--- src/rtl/input_event_arbiter_if.sv ---
// Event output stream between the arbiter FIFO head and the beep consumer.
//   evt_valid  head-of-queue event present
//   evt_src    0=UART 1=IR 2=PS2
//   evt_code   event byte
//   evt_ready  consumer accepts head when evt_valid & evt_ready
interface input_event_arbiter_if;
  logic       evt_valid;
  logic [1:0] evt_src;
  logic [7:0] evt_code;
  logic       evt_ready;

  modport master (output evt_valid, evt_src, evt_code, input evt_ready);
  modport slave  (input evt_valid, evt_src, evt_code, output evt_ready);
endinterface

--- src/rtl/input_event_arbiter.sv ---
// Merges UART, IR and PS/2 completion pulses into one ordered event FIFO.
// Each source has a one-entry pending slot; a fixed-priority arbiter
// (UART > IR > PS2) moves at most one slot per cycle into a first-word
// fall-through FIFO that is read over a valid/ready handshake.
// Ports:
//   CLK_50M, RST_N        clock, synchronous active-low reset
//   uart_finish/in_rx_data  UART byte strobe + data
//   ir_finish/in_ir_data    IR command strobe + data
//   ps2_finish/in_ps2_data  PS/2 word strobe + {prefix, scancode}
//   evt                     event stream (master side)
//   fifo_level              entries queued, 0..DEPTH
//   ovf / clr_ovf           sticky arrival-loss flag and its clear
module input_event_arbiter #(
  parameter int unsigned DEPTH          = 8,
  parameter int unsigned ADDR_W         = 3,
  parameter int unsigned DROP_PS2_BREAK = 1
) (
  input  logic                        CLK_50M,
  input  logic                        RST_N,
  input  logic                        uart_finish,
  input  logic [7:0]                  in_rx_data,
  input  logic                        ir_finish,
  input  logic [7:0]                  in_ir_data,
  input  logic                        ps2_finish,
  input  logic [15:0]                 in_ps2_data,
  input_event_arbiter_if.master       evt,
  output logic [ADDR_W:0]             fifo_level,
  output logic                        ovf,
  input  logic                        clr_ovf
);

  localparam int unsigned NSRC  = 3;
  localparam int unsigned LVL_W = ADDR_W + 1;

  logic [NSRC-1:0]   slot_full;
  logic [7:0]        slot_code [NSRC];
  logic [1:0]        src_mem   [DEPTH];
  logic [7:0]        code_mem  [DEPTH];
  logic [ADDR_W-1:0] wr_ptr;
  logic [ADDR_W-1:0] rd_ptr;
  logic              valid_q;

  logic              ps2_break_c;
  logic [NSRC-1:0]   pulse_c;
  logic [7:0]        in_code_c [NSRC];
  logic              pop_c;
  logic              can_push_c;
  logic [NSRC-1:0]   grant_c;
  logic              push_c;
  logic [1:0]        grant_src_c;
  logic [7:0]        grant_code_c;
  logic [NSRC-1:0]   keep_c;
  logic              loss_c;
  logic [LVL_W-1:0]  level_next_c;
  logic [ADDR_W-1:0] head_idx_c;

  // Arrival qualification, priority grant and FIFO bookkeeping
  always_comb begin
    ps2_break_c  = (DROP_PS2_BREAK != 0) && (in_ps2_data[15:8] == 8'hF0);
    pulse_c      = {ps2_finish & ~ps2_break_c, ir_finish, uart_finish};
    in_code_c[0] = in_rx_data;
    in_code_c[1] = in_ir_data;
    in_code_c[2] = in_ps2_data[7:0];

    pop_c      = valid_q & evt.evt_ready;
    can_push_c = (fifo_level != LVL_W'(DEPTH)) | pop_c;

    grant_c      = '0;
    grant_src_c  = 2'd0;
    grant_code_c = slot_code[0];
    if (can_push_c) begin
      if (slot_full[0]) begin
        grant_c[0]   = 1'b1;
      end else if (slot_full[1]) begin
        grant_c[1]   = 1'b1;
        grant_src_c  = 2'd1;
        grant_code_c = slot_code[1];
      end else if (slot_full[2]) begin
        grant_c[2]   = 1'b1;
        grant_src_c  = 2'd2;
        grant_code_c = slot_code[2];
      end
    end
    push_c = |grant_c;

    // A full slot keeps its data unless it drains this same cycle
    keep_c = slot_full & ~grant_c;
    loss_c = |(pulse_c & keep_c);

    unique case ({push_c, pop_c})
      2'b10:   level_next_c = fifo_level + LVL_W'(1);
      2'b01:   level_next_c = fifo_level - LVL_W'(1);
      default: level_next_c = fifo_level;
    endcase

    // When empty, keep showing the entry popped last so outputs hold
    head_idx_c = valid_q ? rd_ptr : rd_ptr - ADDR_W'(1);
  end

  assign evt.evt_valid = valid_q;
  assign evt.evt_src   = src_mem[head_idx_c];
  assign evt.evt_code  = code_mem[head_idx_c];

  // Slots, FIFO storage, pointers, level and overflow flag
  always_ff @(posedge CLK_50M) begin
    if (!RST_N) begin
      slot_full  <= '0;
      wr_ptr     <= '0;
      rd_ptr     <= '0;
      valid_q    <= 1'b0;
      fifo_level <= '0;
      ovf        <= 1'b0;
      for (int unsigned s = 0; s < NSRC; s++) slot_code[s] <= 8'h00;
      for (int unsigned i = 0; i < DEPTH; i++) begin
        src_mem[i]  <= 2'd0;
        code_mem[i] <= 8'h00;
      end
    end else begin
      for (int unsigned s = 0; s < NSRC; s++) begin
        if (pulse_c[s] && !keep_c[s]) begin
          slot_full[s] <= 1'b1;
          slot_code[s] <= in_code_c[s];
        end else if (grant_c[s]) begin
          slot_full[s] <= 1'b0;
        end
      end
      if (push_c) begin
        src_mem[wr_ptr]  <= grant_src_c;
        code_mem[wr_ptr] <= grant_code_c;
        wr_ptr           <= wr_ptr + ADDR_W'(1);
      end
      if (pop_c) rd_ptr <= rd_ptr + ADDR_W'(1);
      fifo_level <= level_next_c;
      valid_q    <= (level_next_c != '0);
      if (loss_c)       ovf <= 1'b1;
      else if (clr_ovf) ovf <= 1'b0;
    end
  end

endmodule

--- src/flat_wrapper.sv ---
// flat-port wrapper written by rule: the top's interface ports become plain ports
module input_event_arbiter_flat 
#(
  parameter int unsigned DEPTH          = 8,
  parameter int unsigned ADDR_W         = 3,
  parameter int unsigned DROP_PS2_BREAK = 1
)
  (CLK_50M, RST_N, uart_finish, in_rx_data, ir_finish, in_ir_data, ps2_finish, in_ps2_data, fifo_level, ovf, clr_ovf, evt_evt_valid, evt_evt_src, evt_evt_code, evt_evt_ready);
  input_event_arbiter_if evt_i ();
  input  logic CLK_50M;
  input  logic RST_N;
  input  logic uart_finish;
  input  logic [7:0] in_rx_data;
  input  logic ir_finish;
  input  logic [7:0] in_ir_data;
  input  logic ps2_finish;
  input  logic [15:0] in_ps2_data;
  output logic [ADDR_W:0] fifo_level;
  output logic ovf;
  input  logic clr_ovf;
  output wire logic [$bits(evt_i.evt_valid)-1:0] evt_evt_valid;
  output wire logic [$bits(evt_i.evt_src)-1:0] evt_evt_src;
  output wire logic [$bits(evt_i.evt_code)-1:0] evt_evt_code;
  input wire logic [$bits(evt_i.evt_ready)-1:0] evt_evt_ready;
  assign evt_evt_valid = evt_i.evt_valid;
  assign evt_evt_src = evt_i.evt_src;
  assign evt_evt_code = evt_i.evt_code;
  assign evt_i.evt_ready = evt_evt_ready;
  input_event_arbiter #(.DEPTH(DEPTH), .ADDR_W(ADDR_W), .DROP_PS2_BREAK(DROP_PS2_BREAK)) u_core (.CLK_50M(CLK_50M), .RST_N(RST_N), .uart_finish(uart_finish), .in_rx_data(in_rx_data), .ir_finish(ir_finish), .in_ir_data(in_ir_data), .ps2_finish(ps2_finish), .in_ps2_data(in_ps2_data), .evt(evt_i), .fifo_level(fifo_level), .ovf(ovf), .clr_ovf(clr_ovf));
endmodule
--- config.mk ---
export PLATFORM = sky130hd
export DESIGN_NAME = input_event_arbiter_flat
export DESIGN_NICKNAME = d
export VERILOG_FILES = /design/src/rtl/input_event_arbiter_if.sv /design/src/rtl/input_event_arbiter.sv /design/src/flat_wrapper.sv
export SDC_FILE = /design/constraint.sdc
export NUM_CORES = 1
export LEC_CHECK = 0
export CORE_ASPECT_RATIO = 1.25
export CORE_MARGIN = 2
export CORE_UTILIZATION = 38
export DETAILED_ROUTE_END_ITERATION = 8
export GPL_TIMING_DRIVEN = 0
export PLACE_DENSITY = 0.55
export SLEW_MARGIN = 20
export SYNTH_ARGS = -nofsm -noshare
export SYNTH_HDL_FRONTEND = slang
export SYNTH_SLANG_ARGS = --single-unit
export TNS_END_PERCENT = 5
--- constraint.sdc ---
create_clock -name CLK_50M -period 2.9 [get_ports CLK_50M]
set_input_delay 0.58 -clock CLK_50M [delete_from_list [all_inputs] [get_ports CLK_50M]]
set_output_delay 0.58 -clock CLK_50M [all_outputs]
set_load 0.05 [all_outputs]
==> impl_metrics.json, run 1 <==
{
  "outcome": "finished with violations",
  "violations": "DRC",
  "postSynthAreaPerCell_sq_um": 12.8,
  "routed-via-count": 3651,
  "port_buffers": 53,
  "antenna_found_initial": 0,
  "tritoncts": "done",
  "finalNetCount": 561,
  "crit_start": "u_core.rd_ptr[0]$_SDFFE_PN0P_",
  "max_slew.worst_pin.slew_ns": 0.761,
  "slowest_stage": "dfxtp_2",
  "core_area_sq_um": 14500,
  "hold_path.class": "flip-flop to flip-flop",
  "holdWs_ns": 0.493,
  "ioPinCount": 55,
  "finalHoldViolCount": 0,
  "worstHoldPathCells": 2,
  "synthToLayoutAreaGrowth_pct": 27.3,
  "path_depth": 7,
  "drc_errors": 2,
  "dieArea_sq_um": 15800,
  "grt.met2_usage": 0.288,
  "cp.buffers_inverters": 3,
  "globalRouteOverflowTotal": 0,
  "place_congestion": 0.813,
  "grt-busiest-layer": "met2",
  "first_pass_iters": 6,
  "fmax_mhz": 345,
  "ys_seq_area_frac": 0.607,
  "reg2reg_depth": 10,
  "fp.dieH_um": 140,
  "die_w_um": 113,
  "path_cells": "inv_2 -> ha_4 -> mux2i_4 -> clkbuf_8 -> mux4_2 -> mux2_4 -> buf_6",
  "cp_top_family": "multiplexers",
  "min_period_over_period": 0.998,
  "multi_input_area_sq_um": 2120,
  "grt_pass1_vias": 3814,
  "synth_ff_type": "edfxtp_1",
  "grt_use_met3": 0.0415,
  "cp-end-kind": "output port",
  "synth.most_common_cell": "edfxtp_1",
  "period_needed_ns": 2.90,
  "grt_util_met1": 0.174,
  "placementRows": 49,
  "synth_edf_count": 104,
  "ant_nets": 0,
  "viasPerCell": 5.16,
  "ys_top_cells_by_count": "104 x edfxtp_1, 86 x nor2_1, 35 x nand2_1",
  "clkSlewWorstSetupHoldPaths_ns": 0.05,
  "drt_iter0_drc": 154,
  "ys_ff_latch": 119,
  "utilization": 0.496,
  "ys_warn_count": 0,
  "initial_core_util": 0.389,
  "clock-sinks": 119,
  "diodes": 0,
  "syn_inst": 441,
  "startpoint_type": "flip-flop",
  "yosysTopAreaCell": "edfxtp_1",
  "fillers": 1324,
  "cp_max_fo": 5,
  "slew_headroom": 0.489,
  "grt_usage": 0.158,
  "worst_ep_required_time_ns": 2.32,
  "critPathMaxStageDelay_ns": 0.34,
  "powerDensity_nw_per_um2": 997,
  "worstPathArrival_ns": 2.32,
  "worstHoldStart": "u_core.rd_ptr[1]$_SDFFE_PN0P_",
  "synth.area.top_cells": "edfxtp_1 55%, mux4_2 8.0%, nor2_1 5.7%",
  "syn_nets": 485,
  "worstReg2RegStart": "u_core.fifo_level[1]$_SDFF_PN0_",
  "regArea_sq_um": 3430,
  "setup-violations-final": 0,
  "peakVddDrop_uv": 419,
  "drt-total-wl_mm": 12.0,
  "routedWlPerCell_um": 16.9,
  "crit_type": "flip-flop to output port",
  "synth_top_area_frac": 0.554,
  "grt_max_degree": 17,
  "cts-buffers-inserted": 17,
  "hpwl_mm": 8.55,
  "clockBufferDepth": 2,
  "cts_root_buffer": "clkbuf_16",
  "cap_viol_max_count": 0,
  "h-tree-depth": 4,
  "synth_cell_types": 50,
  "grt_pass1_wl_mm": 19.1,
  "drive_gt1_frac": 0.230,
  "skew_ns": 0.0125,
  "synthArstFlopShare": 0,
  "finalPower_mw": 7.15,
  "worstSkewPairLatency_ns": 0.42,
  "rsz0062_at_grt": "true",
  "slew_viol_final": 0,
  "p_leak_nw": 2.65,
  "netlist_area_sq_um": 5640
}
cell usage in the layout (no fill, tap or decap), types with 3 or more instances in the layout:
cell type	n
clkinvlp_4	4
mux4_2	20
nor2b_1	14
mux2_4	5
a31oi_1	9
dfxtp_2	3
clkbuf_16	17
dfxtp_1	12
o211ai_1	3
nand2_1	35
edfxtp_1	104
and2_1	6
nand3_1	14
inv_2	3
mux2_2	5
clkdlybuf4s50_1	43
mux2i_1	3
buf_2	11
and3_1	21
and3_2	4
buf_6	16
inv_6	6
ha_1	4
nor3b_1	3
clkbuf_1	9
a21oi_1	5
clkbuf_8	4
xnor2_1	5
nor2_1	86
o211a_1	7
registers in the layout, summed over array words and instances, names as in the netlist:
signal / count
u_core.code_mem: 64
u_core.slot_code: 24
u_core.src_mem: 16
u_core.fifo_level: 4
u_core.rd_ptr: 3
u_core.slot_full: 3
u_core.wr_ptr: 3
u_core.evt.evt_valid: 1
u_core.ovf: 1
per-layer routing:
metal	routed length, um	up-vias
met3	473	5
met1	4900	1770
met5	0	-
met2	6530	104
met4	89	0
li1	-	1772
tightest hold or removal path: cells and delay by family (launching register included):
family	cells	cell delay [ns]
and+or+nand+nor	1	0.05
AOI/OAI and AO/OA	1	0.07
DFF	1	0.33
through the flow:
step                worst slack (ns)  instance area [sq um]  std cells  setup TNS, ns
floorplan                      0.135                   5640        441              0
global placement              -0.682                   6390        672         -11.57
detailed placement            -0.647                   6400        672         -12.47
CTS                          -0.0209                   7160        708         -0.138
global route                 -0.0791                   7170        708         -0.640
finish                       0.00445                   7170        708              0
what timing repair did:
item | CTS | global route
gates cloned | 3 | 0
endpoints found under the hold margin | 0 | 0
buffers inserted | 1 | 0
endpoints found under the setup margin | 10 | 11
hold buffers | 0 | 0
gates resized for setup | 101 | 2
power by group:
group | total [mW] | internal [mW] | switching [mW]
Combinational | 2.90 | 1.33 | 1.57
Clock | 2.10 | 1.28 | 0.812
Sequential | 2.15 | 2.04 | 0.110
Total | 7.15 | 4.65 | 2.50
area by class of cell:
type,count,share of cell area
inverters,5,0.00262
plain buffers,30,0.0279
multi-input cells,287,0.296
repair buffers,57,0.0822
flip-flops and latches,119,0.478
clock inverters,15,0.0232
well taps,178,0.0310
clock buffers,17,0.0593
kinds of logic (layout without fill, tap and decap cells):
family	after synthesis	in the layout	synth area share
simple gates	198	198	0.171
flops	119	119	0.607
compound gates	42	42	0.0599
buf+inv	35	124	0.0315
mux	34	34	0.107
xor+xnor	8	8	0.0124
fa+ha+maj	5	5	0.0111
path summary, 6_finish.rpt:
path | to | slack, ns
setup reg to reg | u_core.evt.evt_valid$_SDFF_PN0_ | 0.22
hold reg to reg | u_core.rd_ptr[1]$_SDFFE_PN0P_ | 0.49
setup / recovery | evt_evt_code[4] | 0.004
hold / removal | u_core.rd_ptr[1]$_SDFFE_PN0P_ | 0.49
No activity file was read; power rests on OpenSTA's default activity.
==> run 2: changes to the inputs <==
- PLACE_DENSITY: 0.55 -> 0.65
==> run 2 against run 1 <==
The flow still finishes with violations (DRC). Combinational power is 5% higher. Sequential share of layout area is 0.28 points lower. Clock skew is 0.0062 ns lower. Via count is 1.4% higher. First-iteration DRC count is 10% higher. Global-route usage is 0.18 points higher. Die area stayed put. Utilization is 0.41 points higher. Critical path depth is 1 higher. Setup slack better by 0.056 ns. Fmax is 2.0% higher. Critical path type unchanged. Largest power group unchanged. Highest routed layer unchanged.
==> impl_metrics.json, run 2 (synthesis results as in run 1) <==
{
  "outcome": "finished with violations",
  "violations": "DRC",
  "min_period_over_period": 0.979,
  "worstHoldPathCells": 2,
  "regMostFlops": "u_core.code_mem",
  "slew_headroom": 0.501,
  "crit_type": "flip-flop to output port",
  "diodes": 0,
  "ant_nets": 0,
  "max_slew.worst_pin.slew_ns": 0.744,
  "p_leak_nw": 2.69,
  "path_cells": "inv_4 -> ha_4 -> mux2i_4 -> buf_12 -> buf_8 -> mux4_2 -> mux2_4 -> buf_8",
  "cp_max_fo": 5,
  "place_congestion": 0.816,
  "ioPinCount": 55,
  "worstSkewPairLatency_ns": 0.41,
  "fin_ws_ns": 0.0604,
  "fillers": 1259,
  "fp.dieH_um": 140,
  "routed-via-count": 3702,
  "powerDensity_nw_per_um2": 997,
  "clock-sinks": 119,
  "layout_common_cells": "104 x edfxtp_1, 86 x nor2_1, 43 x clkdlybuf4s50_1",
  "top_regs": "u_core.code_mem x64, u_core.slot_code x24, u_core.src_mem x16",
  "worst_ep_required_time_ns": 2.32,
  "globalRouteOverflowTotal": 0,
  "critPathMaxStageDelay_ns": 0.39,
  "hold_path.class": "flip-flop to flip-flop",
  "tritoncts": "done",
  "worstPathArrival_ns": 2.26,
  "die_w_um": 113,
  "grt_max_degree": 17,
  "grt_usage": 0.160,
  "cp_common_cell": "buf_8",
  "fin_setup_tns_ns": 0,
  "cts_root_buffer": "clkbuf_16",
  "core_area_sq_um": 14500,
  "dieArea_sq_um": 15800,
  "startpoint_type": "flip-flop",
  "h-tree-depth": 4,
  "cap_viol_max_count": 0,
  "drt_iter0_drc": 170,
  "largest_reg_flops": 64,
  "grt_pass1_vias": 3896,
  "cp.buffers_inverters": 4,
  "dp_worst_setup_slack_ns": -0.616,
  "placementRows": 49,
  "routedWlPerCell_um": 16.8,
  "cts-buffers-inserted": 17,
  "drt-total-wl_mm": 12.0,
  "skew_ns": 0.00633,
  "finalNetCount": 567,
  "reg2reg_slack_ns": 0.21,
  "slowest_stage": "dfxtp_4",
  "port_buffers": 53,
  "antenna_found_initial": 0,
  "period_needed_ns": 2.84,
  "setup-violations-final": 0,
  "cp_top_family": "multiplexers",
  "first_pass_iters": 7,
  "synthToLayoutAreaGrowth_pct": 28.3,
  "drive_gt1_frac": 0.233,
  "hpwl_mm": 8.42,
  "path_depth": 8,
  "grt_pass1_wl_mm": 19.5,
  "cp-end-kind": "output port",
  "ctsHoldBuffers": 0,
  "final_common_cell": "edfxtp_1",
  "viasPerCell": 5.18,
  "reg2reg_depth": 10,
  "initial_core_util": 0.389,
  "fmax_mhz": 352,
  "slew_viol_final": 0,
  "peakVddDrop_uv": 403,
  "rsz0062_at_grt": "true",
  "holdWs_ns": 0.506,
  "drc_errors": 3,
  "clockBufferDepth": 2,
  "clkSlewWorstSetupHoldPaths_ns": 0.05,
  "finalHoldViolCount": 0
}
-- run 2: power by group --
| part | internal (mW) | switching, mW |
|---|---|---|
| Sequential | 2.05 | 0.120 |
| Combinational | 1.44 | 1.60 |
| Clock | 1.26 | 0.746 |
-- run 2: path summary, 6_finish.rpt --
kind | startpoint | to
worst min-delay path | u_core.rd_ptr[1]$_SDFFE_PN0P_ | u_core.rd_ptr[1]$_SDFFE_PN0P_
worst max-delay path | u_core.rd_ptr[0]$_SDFFE_PN0P_ | evt_evt_src[1]
worst max register to register | u_core.fifo_level[1]$_SDFF_PN0_ | u_core.evt.evt_valid$_SDFF_PN0_
worst min register to register | u_core.rd_ptr[1]$_SDFFE_PN0P_ | u_core.rd_ptr[1]$_SDFFE_PN0P_
-- run 2: final cells by class --
type                       instances  area (sq um)  area share
clock inverter                    13           130      0.0180
sequential                       119          3430       0.475
timing repair buffer              63           663      0.0917
multi-input combinational        287          2130       0.295
inverter                           5          23.8     0.00329
clock buffer                      19           433      0.0599
buffer                            30           194      0.0268
tap                              178           223      0.0308
-- run 2: repair_timing --
item                       in CTS  in global routing
resized for setup              86                 31
setup endpoints to repair      10                 11
gates cloned                    2                  1
buffers inserted                1                  6
pin swaps                       0                  2
-- run 2: metrics by stage --
step / power [mW] / cell area, sq um / cells / utilization
6_report: 7.21 / 7230 / 714 / 0.500
3_3_place_gp: 4.68 / 6390 / 672 / 0.442
3_5_place_dp: 4.72 / 6400 / 672 / 0.442
5_1_grt: 7.50 / 7230 / 714 / 0.500
4_1_cts: 6.94 / 7080 / 707 / 0.489
2_1_floorplan: 4.01 / 5640 / 441 / -
-- run 2: routing by layer --
layer,track usage,share of wire
met1,0.181,0.40
met2,0.285,0.55
met3,0.0381,0.035
met4,0.0706,0.016
met5,0,0
-- run 2: worst reg2reg max path: stages, from the launching register on --
cell	delay, ns
dfxtp_1	0.32
buf_6	0.14
nor4b_4	0.51
a21oi_4	0.15
inv_1	0.09
ha_1	0.22
clkbuf_1	0.21
or2_2	0.32
o211ai_1	0.22
mux2i_1	0.13
a211o_1	0.28
